<file path="config.mk">
export PLATFORM = sky130hd
export DESIGN_NAME = cmp_seq_ctrl
export DESIGN_NICKNAME = d
export VERILOG_FILES = /design/src/rtl/cmp_seq_ctrl.sv
export SDC_FILE = /design/constraint.sdc
export NUM_CORES = 1
export LEC_CHECK = 0
export CORE_MARGIN = 2
export CORE_UTILIZATION = 44
export DETAILED_ROUTE_END_ITERATION = 6
export PLACE_DENSITY = 0.82
export SLEW_MARGIN = 20
export SYNTH_ARGS = -nofsm -noshare
export SYNTH_HDL_FRONTEND = slang
export SYNTH_SLANG_ARGS = --single-unit
</file>
<file path="constraint.sdc">
create_clock -name CLK -period 1.8 [get_ports CLK]
set_input_delay 0.18 -clock CLK [delete_from_list [all_inputs] [get_ports CLK]]
set_output_delay 0.18 -clock CLK [all_outputs]
set_load 0.005 [all_outputs]
</file>
<file path="src/rtl/cmp_seq_ctrl.sv">
// rtl/cmp_seq_ctrl.sv - batch max/min finder that time-shares one external magnitude comparator
module cmp_seq_ctrl #(
  parameter int WIDTH = 4,
  parameter int COUNT = 8
) (
  input  logic             CLK,
  input  logic             RST,
  input  logic             START,
  input  logic             IN_VALID,
  output logic             IN_READY,
  input  logic [WIDTH-1:0] IN_DATA,
  output logic [WIDTH-1:0] CMP_A,
  output logic [WIDTH-1:0] CMP_B,
  input  logic             CMP_LT,
  input  logic             CMP_GT,
  input  logic             CMP_EQ,
  output logic [WIDTH-1:0] MAX_OUT,
  output logic [WIDTH-1:0] MIN_OUT,
  output logic             BUSY,
  output logic             DONE,
  output logic             ERR
);

  typedef enum logic [2:0] {
    S_IDLE,
    S_FIRST,
    S_FETCH,
    S_CMP_MAX,
    S_CMP_MIN,
    S_DONE
  } state_t;

  localparam logic [7:0] COUNT_L = 8'(COUNT);

  state_t           state_q, state_d;
  logic [WIDTH-1:0] max_q, max_d;
  logic [WIDTH-1:0] min_q, min_d;
  logic [WIDTH-1:0] cur_q, cur_d;
  logic [7:0]       count_q, count_d;
  logic             err_q, err_d;
  logic             cmp_ok;

  always_comb begin
    state_d  = state_q;
    max_d    = max_q;
    min_d    = min_q;
    cur_d    = cur_q;
    count_d  = count_q;
    err_d    = err_q;
    IN_READY = 1'b0;
    CMP_A    = '0;
    CMP_B    = '0;
    // An inconsistent comparator answer must never move the running extremes.
    cmp_ok   = (CMP_LT & ~CMP_GT & ~CMP_EQ) |
               (~CMP_LT & CMP_GT & ~CMP_EQ) |
               (~CMP_LT & ~CMP_GT & CMP_EQ);

    case (state_q)
      S_IDLE: begin
        if (START) begin
          state_d = S_FIRST;
          err_d   = 1'b0;
        end
      end
      S_FIRST: begin
        IN_READY = 1'b1;
        if (IN_VALID) begin
          max_d   = IN_DATA;
          min_d   = IN_DATA;
          count_d = 8'd1;
          state_d = (COUNT_L == 8'd1) ? S_DONE : S_FETCH;
        end
      end
      S_FETCH: begin
        IN_READY = 1'b1;
        if (IN_VALID) begin
          cur_d   = IN_DATA;
          count_d = count_q + 8'd1;
          state_d = S_CMP_MAX;
        end
      end
      S_CMP_MAX: begin
        CMP_A   = cur_q;
        CMP_B   = max_q;
        if (!cmp_ok) begin
          err_d = 1'b1;
        end else if (CMP_GT) begin
          max_d = cur_q;
        end
        state_d = S_CMP_MIN;
      end
      S_CMP_MIN: begin
        CMP_A   = cur_q;
        CMP_B   = min_q;
        if (!cmp_ok) begin
          err_d = 1'b1;
        end else if (CMP_LT) begin
          min_d = cur_q;
        end
        state_d = (count_q == COUNT_L) ? S_DONE : S_FETCH;
      end
      S_DONE: begin
        state_d = S_IDLE;
      end
      default: begin
        state_d = S_IDLE;
      end
    endcase
  end

  always_ff @(posedge CLK) begin
    if (RST) begin
      state_q <= S_IDLE;
      max_q   <= '0;
      min_q   <= '0;
      cur_q   <= '0;
      count_q <= '0;
      err_q   <= 1'b0;
    end else begin
      state_q <= state_d;
      max_q   <= max_d;
      min_q   <= min_d;
      cur_q   <= cur_d;
      count_q <= count_d;
      err_q   <= err_d;
    end
  end

  assign MAX_OUT = max_q;
  assign MIN_OUT = min_q;
  assign ERR     = err_q;
  assign BUSY    = (state_q != S_IDLE);
  assign DONE    = (state_q == S_DONE);

endmodule

</file>
==> reports/results.ini, run 1 <==
[status]
status = complete, but fails checks
failed_checks = DRC, setup timing

[floorplan]
fp.dieW_um = 58.9
initial_core_util_pct = 47.2
ioPinCount = 31
rows = 19
die-area_um2 = 3460
coreArea_um2 = 2810
die_h_um = 58.9

[setup_path]
cp.arrival_ns = 2.07
cp_num_buf_inv = 1
cp_top_family = simple AND/OR/NAND/NOR gates
crit_required_ns = 2.07
worstPathMaxFanout = 3
startpoint_type = flop
critical_path.cell_chain = buf_6 > or3b_4 > or2_4 > or4_1 > a31oi_1
cp_slowest_cell = or4_1
crit_type = flop to flop
cp_slowest_stage_delay_ns = 0.41
crit_path_end_kind = flop

[sta]
timing.fmax_mhz = 554
tightest_slew_ns = 0.479
hold_viol = 0
period_needed_ns = 1.80
setup_tns_ns = -0.00355
rsz0062_at_grt = yes
slew_headroom_pct = 67.6
finalSetupViolations = 1
fin_ws_ns = -0.00355
slew_violations = 0
finClkSkew_ns = 0.00422
fin_crit_sh_pct = 100

[place]
place_hpwl_mm = 2.52
placed_cells = 241
dpl_cell_area_um2 = 1760
port_buffers = 30
gp_congestion = 0.905

[global_route]
grt-ovfl-total = 0
grt_use_met3_pct = 3.52
track_usage_pct = 23.3
grt_pass1_wl_mm = 6.21
busiest_layer = met2
antenna_found_initial = 0
use_met1_pct = 25.0
grtUsageMet2_pct = 43.0
grt_pass1_vias = 1439
grt_max_degree = 21

[clock_network]
h-tree-depth = 1
cts.sinks = 24
clock_latency_ns = 0.33
root_buffer = clkbuf_4
cts_tree = done
clk_pin_slew_worst_paths_ns = 0.15
clk_path_buf_depth = 2
cts_buffers = 3
hold_buffers = 0

[finish]
final_layout_size_suffix_gt1_share_pct = 23.6
antennaDiodeCount = 0
nNetsFinal = 239
utilization_pct = 69.0
postLayoutCellArea_um2 = 1940
area_growth_syn_to_layout_pct = 46.3
final-instance-count-excl-fill = 256

[power]
p_leak_nw = 0.793
fin_total_pwr_mw = 1.62
ir_drop_mv = 0.431
power.density_nw_per_um2 = 838

[synthesis]
synth-edff-count = 0
yosys_warnings = 0
yosys.area.top_type = dfxtp_1
syn_inst = 174
ys.flop_type = dfxtp_1
seq_area_frac_synth_pct = 36.3
async_reset_ff_share_pct = 0
avgSynthCellArea_um2 = 7.61
yosysTopAreaCellShare_pct = 36.3
syn_area_um2 = 1320
synth_area_leaders = dfxtp_1 (36%), nand2_1 (8.2%), a311oi_1 (6.6%)
syn_nets = 187
ys_ff_latch = 24
ys_types = 39

[routing]
route.detailed.drc = 6
vias = 1509
viasPerCell = 5.89
drtIter0Drc = 73
firstDrtPassIters = 6
ant_nets = 0
wl_per_cell_um = 15.7
routed_wl_mm = 4.02

[worst_hold_path]
hold_class = primary input to flop

[run]
maxCapViolCount = 0

metrics by stage:
stage               setup slack [ns]  hold WS [ns]
floorplan                     0.0225         0.290
finish                      -0.00355         0.455
global route                 -0.0354         0.464
CTS                         -0.00269         0.465
global placement              0.0381         0.468
detailed placement           -0.0683         0.476
cell usage in the layout (no fill, tap or decap), drive strengths merged, types with 2 or more instances in the layout:
| cell type | Yosys | final |
|---|---|---|
| o21ai | 8 | 8 |
| o211a | 2 | 2 |
| a311oi | 10 | 10 |
| clkdlybuf4s15 | 0 | 4 |
| a22o | 4 | 4 |
| or3 | 4 | 4 |
| a211oi | 3 | 3 |
| a21oi | 15 | 15 |
| mux2i | 2 | 2 |
| inv | 6 | 6 |
| dlygate4sd2 | 0 | 3 |
| nor2 | 15 | 15 |
| a31oi | 2 | 2 |
| ha | 2 | 2 |
| dfxtp | 24 | 24 |
| nand2b | 3 | 3 |
| clkbuf | 11 | 4 |
| and2 | 5 | 5 |
| nor3b | 2 | 2 |
| clkdlybuf4s50 | 0 | 19 |
| nand3 | 3 | 3 |
| buf | 2 | 33 |
| nor3 | 5 | 5 |
| nand2 | 29 | 29 |
sequential cells by signal, summed over array words and instances (netlist names):
signal,cells
MAX_OUT,4
MIN_OUT,4
count_q,8
state_q,3
ERR,1
cur_q,4
where the power goes:
group / total [mW] / switching [mW] / internal, mW
clock: 0.412 / 0.187 / 0.225
sequential: 0.636 / 0.0511 / 0.585
combinational: 0.575 / 0.270 / 0.306
total: 1.62 / 0.507 / 1.12
worst min-delay path, stage by stage:
cell and delay [ns]:
clkdlybuf4s50_1 0.45, nand2_1 0.07, a21oi_1 0.05
Yosys cell counts, types with 2 or more instances:
| cell type | n |
|---|---|
| ha_1 | 2 |
| inv_1 | 6 |
| a211oi_1 | 3 |
| a311oi_1 | 10 |
| clkbuf_1 | 11 |
| a21oi_1 | 15 |
| nor2_1 | 15 |
| a22o_1 | 4 |
| nand2b_1 | 3 |
| and2_1 | 5 |
| mux2i_1 | 2 |
| nor3b_1 | 2 |
| nand2_1 | 29 |
| o21ai_0 | 8 |
| dfxtp_1 | 24 |
| or3_1 | 4 |
| o211a_1 | 2 |
| nand3_1 | 3 |
| a31oi_1 | 2 |
| nor3_1 | 5 |
path summary, 6_finish.rpt:
kind	from	to	slack (ns)	cells after the start
worst min register to register	cur_q[0]$_SDFFE_PP0P_	cur_q[0]$_SDFFE_PP0P_	0.51	2
worst max-delay path	state_q[2]$_SDFFE_PP0P_	count_q[7]$_SDFFE_PP0P_	-0.004	5
worst min-delay path	IN_DATA[1]	cur_q[1]$_SDFFE_PP0P_	0.45	3
worst max register to register	state_q[2]$_SDFFE_PP0P_	count_q[7]$_SDFFE_PP0P_	-0.004	5
logic make-up (layout without fill, tap and decap cells):
logic type	after synthesis	count (layout)	share of synthesized area (%)
AO/OA/AOI/OAI	51	51	26.6
XOR/XNOR	2	2	1.32
adder cells (fa/ha/maj)	2	2	1.89
buffers and inverters	19	70	5.48
flip-flops	24	24	36.3
multiplexers	2	2	1.51
AND/OR/NAND/NOR	74	74	26.9
cell type report:
type | instances | area [µm²]
clock buffers | 3 | 22.5
clock inverters | 1 | 30.0
fillers | 216 | 868
inverters | 6 | 22.5
multi-input cells | 131 | 820
flip-flops and latches | 24 | 489
well taps | 31 | 38.8
repair buffers | 60 | 514
metal layers:
metal | wire length, µm | part of all wire, % | up-vias
li1 | - | - | 727
met1 | 1560 | 39 | 691
met2 | 2040 | 51 | 68
met3 | 222 | 5.5 | 23
met4 | 190 | 4.7 | 0
met5 | 0 | 0 | -
repair_timing:
action	4_1_cts	5_1_grt
buffers inserted	6	4
gates resized for setup	32	16
gates cloned	0	1
setup endpoints to repair	12	9
pin swaps	5	4
Power figures use the tool's default switching activity.
==> run 2: changes to the inputs <==
Settings changed: GPL_ROUTABILITY_DRIVEN set to 0.
==> run 2 against run 1 <==
The run ends with DRC left. Count of clock-buffer cells in the layout stayed put. Routed wire length fell by 10%. Utilization fell by 0.36 points. Non-clock buffer count down 1. Register-to-register slack better by 0.04 ns. Sequential power hardly changed. Cell area is 0.52% lower. Die area is the same. Critical path type unchanged. Critical endpoint unchanged. Largest cell class unchanged. Largest power group unchanged. Highest routed layer unchanged.
==> reports/results.ini, run 2 (synthesis gave the netlist of run 1 again) <==
[global_route]
grt_pass1_vias = 1450
grt_max_degree = 21
grt_pass1_wl_mm = 6.05
antenna_found_initial = 0
track_usage_pct = 22.0
grt-ovfl-total = 0

[status]
failed_checks = DRC
status = complete, but fails checks

[power]
p_clk_share_pct = 25.1
internal-power_mw = 1.10
fin_total_pwr_mw = 1.57
power.density_nw_per_um2 = 815
sw_frac_of_total_pct = 30.0
power_frac_comb_pct = 34.2
ir_drop_mv = 0.480
switchingPower_uw = 471
p_leak_nw = 0.793
seqPwrFrac_pct = 40.6

[routing]
viasPerCell = 5.65
vias = 1440
firstDrtPassIters = 6
routed_wl_mm = 3.61
route.detailed.drc = 6
drtIter0Drc = 70
ant_nets = 0
wl_per_cell_um = 14.2

[finish]
final_cell_mix = nand2_1 (28), buf_4 (26), dfxtp_1 (21)
largest_reg_flops = 8
fillers = 216
final-instance-count-excl-fill = 255
mostFrequentLayoutCell = nand2_1
final_layout_size_suffix_gt1_share_pct = 21.9
antennaDiodeCount = 0
top_register = count_q
nNetsFinal = 238
area_growth_syn_to_layout_pct = 45.6

[setup_path]
critPathLaunch = state_q[2]$_SDFFE_PP0P_
startpoint_type = flop
reg2regPathDepth = 5
r2r_start = state_q[2]$_SDFFE_PP0P_
worstPathMaxFanout = 3
cp.arrival_ns = 2.01
r2r_end = count_q[7]$_SDFFE_PP0P_
crit_path_end_kind = flop
reg2reg_setup_slack_ns = 0.04
crit_required_ns = 2.05
crit_type = flop to flop

[clock_network]
cts.sinks = 24
root_buffer = clkbuf_4
h-tree-depth = 1
cts_buffers = 3
clk_path_buf_depth = 2
cts_tree = done
clk_pin_slew_worst_paths_ns = 0.14
clock_latency_ns = 0.31

[sta]
slew_headroom_pct = 65.0
fin_crit_sh_pct = 97.8
finalHoldWorstSlack_ns = 0.471
period_needed_ns = 1.76
finalSetupViolations = 0
hold_viol = 0
fin_ws_ns = 0.0393
tightest_slew_ns = 0.521
setup_tns_ns = 0
timing.fmax_mhz = 568
slew_violations = 0
finClkSkew_ns = 0.00267

[place]
place_hpwl_mm = 2.48
port_buffers = 30
post-place-ws_ns = -0.0629
placed_cells = 240

[floorplan]
initial_core_util_pct = 47.2
die-area_um2 = 3460
coreArea_um2 = 2810
rows = 19
ioPinCount = 31
fp.dieW_um = 58.9
die_h_um = 58.9

[worst_hold_path]
worstHoldStart = IN_DATA[1]
hold_end = cur_q[1]$_SDFFE_PP0P_
min_path_cells = 3
hold_class = primary input to flop

[run]
maxCapViolCount = 0

run 2: cell types whose count changed in the layout (fill, tap and decap cells not counted), sizes merged:
cell / previous run / this run
buf: 33 / 29
clkbuf: 4 / 7
dlygate4sd2: 3 / 5
clkdlybuf4s15: 4 / 2
run 2: worst max-delay path by stage:
stage                              end  cells past startpoint
2_1_floorplan  count_q[7]$_SDFFE_PP0P_                      5
3_3_place_gp   MAX_OUT[0]$_SDFFE_PP0P_                      6
3_5_place_dp   MAX_OUT[1]$_SDFFE_PP0P_                      6
4_1_cts        count_q[7]$_SDFFE_PP0P_                      5
5_1_grt        count_q[6]$_SDFFE_PP0P_                      7
6_report       count_q[7]$_SDFFE_PP0P_                      5
run 2: cell type report:
cell class | instances | area (µm²) | share of cell area (%)
timing repair buffer | 59 | 503 | 26.1
sequential | 24 | 489 | 25.4
clock inverter | 1 | 30.0 | 1.56
inverter | 6 | 22.5 | 1.17
tap | 31 | 38.8 | 2.01
clock buffer | 3 | 22.5 | 1.17
multi-input combinational | 131 | 821 | 42.6
run 2: routing by layer:
layer	wire length (µm)	vias to the layer above	track usage (%)
li1	-	731	-
met1	1570	675	25.1
met2	1870	32	42.1
met3	170	2	3.74
met4	8	0	5.19
met5	0	-	0
run 2: stage by stage:
step / instance area [µm²] / util [%]
global route: 1930 / 68.7
detailed placement: 1750 / 62.4
CTS: 1900 / 67.8
global placement: 1750 / 62.4
floorplan: 1330 / -
finish: 1930 / 68.7
run 2: timing repair:
| action | CTS | global route |
|---|---|---|
| buffers inserted | 9 | 2 |
| setup endpoints to repair | 11 | 15 |
| cloned | 0 | 0 |
| hold buffers | 0 | 0 |
| pin swaps | 3 | 7 |
| resized for setup | 27 | 13 |
run 2: power groups by stage:
stage	combinational, mW	clock (mW)	sequential, mW
final	0.537	0.394	0.638
after global routing	0.592	0.421	0.645
after CTS	0.503	0.395	0.636
after detailed placement	0.484	0	0.641
after global placement	0.465	0	0.637
after floorplan	0.265	0	0.629
run 2: critical path, cell delays in order, from the launching register on:
cell and delay [ns]:
dfxtp_2 0.36, buf_4 0.14, or3b_4 0.39, or2_4 0.25, or4_1 0.40, a31oi_1 0.16
==> run 3: changes to the inputs <==
Settings changed: CORE_MARGIN 2 to 8.
==> run 3 against run 2 <==
The run now ends clean. Combinational power rose by 6.3%. Register-to-register slack got worse by 0.02 ns. Hold slack got worse by 0.011 ns. Critical path depth did not move. Non-clock buffer count rose by 10. Flip-flop and latch count did not move. Global-route usage fell by 7.6 points. First-iteration DRC count rose by 30%. Cell area rose by 4.4%. Fmax fell by 1.1%. Sequential share of layout area fell by 1.1 points. Critical path type unchanged. Utilization fell by 0.60 points.
==> reports/results.ini, run 3 (synthesis gave the netlist of run 1 again) <==
[setup_path]
r2r_end = count_q[7]$_SDFFE_PP0P_
worstPathMaxFanout = 3
cp.arrival_ns = 2.05
crit_required_ns = 2.07
crit_type = flop to flop
startpoint_type = flop
reg2reg_setup_slack_ns = 0.02
r2r_start = state_q[2]$_SDFFE_PP0P_
crit_path_end_kind = flop
reg2regPathDepth = 5

[global_route]
grt_max_degree = 15
grt_pass1_wl_mm = 6.09
track_usage_pct = 14.4
grt-ovfl-total = 0
antenna_found_initial = 0
grt_pass1_vias = 1407

[finish]
largest_reg_flops = 8
antennaDiodeCount = 0
area_growth_syn_to_layout_pct = 51.9
final_layout_size_suffix_gt1_share_pct = 26.5
postLayoutCellArea_um2 = 2010
mostFrequentLayoutCell = buf_4
final_cell_mix = buf_4 (33), nand2_1 (28), dfxtp_1 (21)
nNetsFinal = 248
final-instance-count-excl-fill = 267
top_register = count_q

[floorplan]
fp.dieW_um = 70.9
initial_core_util_pct = 44.8
die-area_um2 = 5020
ioPinCount = 31
coreArea_um2 = 2950
rows = 20
die_h_um = 70.9

[clock_network]
cts.sinks = 24
clock_latency_ns = 0.33
cts_buffers = 3
h-tree-depth = 1
clk_path_buf_depth = 2
clk_pin_slew_worst_paths_ns = 0.15
cts_tree = done
root_buffer = clkbuf_4

[worst_hold_path]
hold_class = primary input to flop
min_path_cells = 3
worstHoldStart = IN_DATA[1]
hold_end = cur_q[1]$_SDFFE_PP0P_

[sta]
finClkSkew_ns = 0.0158
slew_headroom_pct = 70.3
fin_crit_sh_pct = 98.9
rsz0062_at_grt = yes
period_needed_ns = 1.78
tightest_slew_ns = 0.440
slew_violations = 0
finalSetupViolations = 0
hold_viol = 0
timing.fmax_mhz = 562

[run]
maxCapViolCount = 0

[routing]
firstDrtPassIters = 4
route.detailed.drc = 0
routed_wl_mm = 3.85
ant_nets = 0
vias = 1488
viasPerCell = 5.57
drtIter0Drc = 91
wl_per_cell_um = 14.4

[status]
status = completed

[place]
port_buffers = 30
placed_cells = 247
place_hpwl_mm = 2.68
dpl_cell_area_um2 = 1790

[power]
fin_total_pwr_mw = 1.61
p_leak_nw = 0.843
ir_drop_mv = 0.606
power.density_nw_per_um2 = 799

-- run 3: cell type report --
type | count | area (µm²)
clock buffer | 3 | 22.5
clock inverter | 1 | 30.0
fill | 236 | 942
inverter | 6 | 22.5
multi-input combinational | 131 | 818
sequential | 24 | 489
tap | 33 | 41.3
timing repair buffer | 69 | 587
-- run 3: report_power, final --
group	internal (mW)	leakage, nW	switching, mW	total [mW]
logic	0.313	0.619	0.257	0.571
registers	0.583	0.197	0.0516	0.635
clock network	0.225	0.0279	0.176	0.401
-- run 3: what timing repair did --
item                       in CTS  in global routing
buffers inserted                7                  9
resized for setup              36                 14
pin swaps                       7                  6
hold endpoints to repair        0                  0
hold buffers                    0                  0
setup endpoints to repair      12                 14
-- run 3: worst max-delay path by stage --
stage	from	end	slack [ns]	cells after the start
floorplan	state_q[1]$_SDFFE_PP0P_	count_q[7]$_SDFFE_PP0P_	0.02	5
global placement	state_q[2]$_SDFFE_PP0P_	CMP_A[3]	0.003	5
detailed placement	CMP_EQ	MAX_OUT[2]$_SDFFE_PP0P_	-0.08	6
CTS	state_q[2]$_SDFFE_PP0P_	count_q[7]$_SDFFE_PP0P_	0.005	5
global route	state_q[2]$_SDFFE_PP0P_	count_q[7]$_SDFFE_PP0P_	-0.007	5
finish	state_q[2]$_SDFFE_PP0P_	count_q[7]$_SDFFE_PP0P_	0.02	5
-- run 3: metrics by stage --
step / TNS, ns / setup WS, ns / utilization [%] / hold slack (ns)
2_1_floorplan: 0 / 0.0225 / - / 0.290
3_3_place_gp: 0 / 0.00328 / 60.7 / 0.482
3_5_place_dp: -0.330 / -0.0789 / 60.7 / 0.492
4_1_cts: 0 / 0.00466 / 66.1 / 0.454
5_1_grt: -0.00749 / -0.00749 / 68.1 / 0.483
6_report: 0 / 0.0198 / 68.1 / 0.459
-- run 3: per-layer routing --
| metal | share of wire (%) | wire length (µm) | vias to the layer above | GRT usage, % |
|---|---|---|---|---|
| met5 | 0 | 0 | - | 0 |
| li1 | - | - | 745 | - |
| met3 | 6.2 | 239 | 4 | 4.80 |
| met2 | 52 | 2000 | 45 | 27.3 |
| met1 | 41 | 1580 | 694 | 14.7 |
| met4 | 0.68 | 26 | 0 | 3.23 |
-- run 3: critical path, stage by stage (launching register included) --
cell,delay [ns]
dfxtp_4,0.38
buf_6,0.12
or3b_4,0.38
or2_4,0.27
or4_4,0.41
a31oi_1,0.18
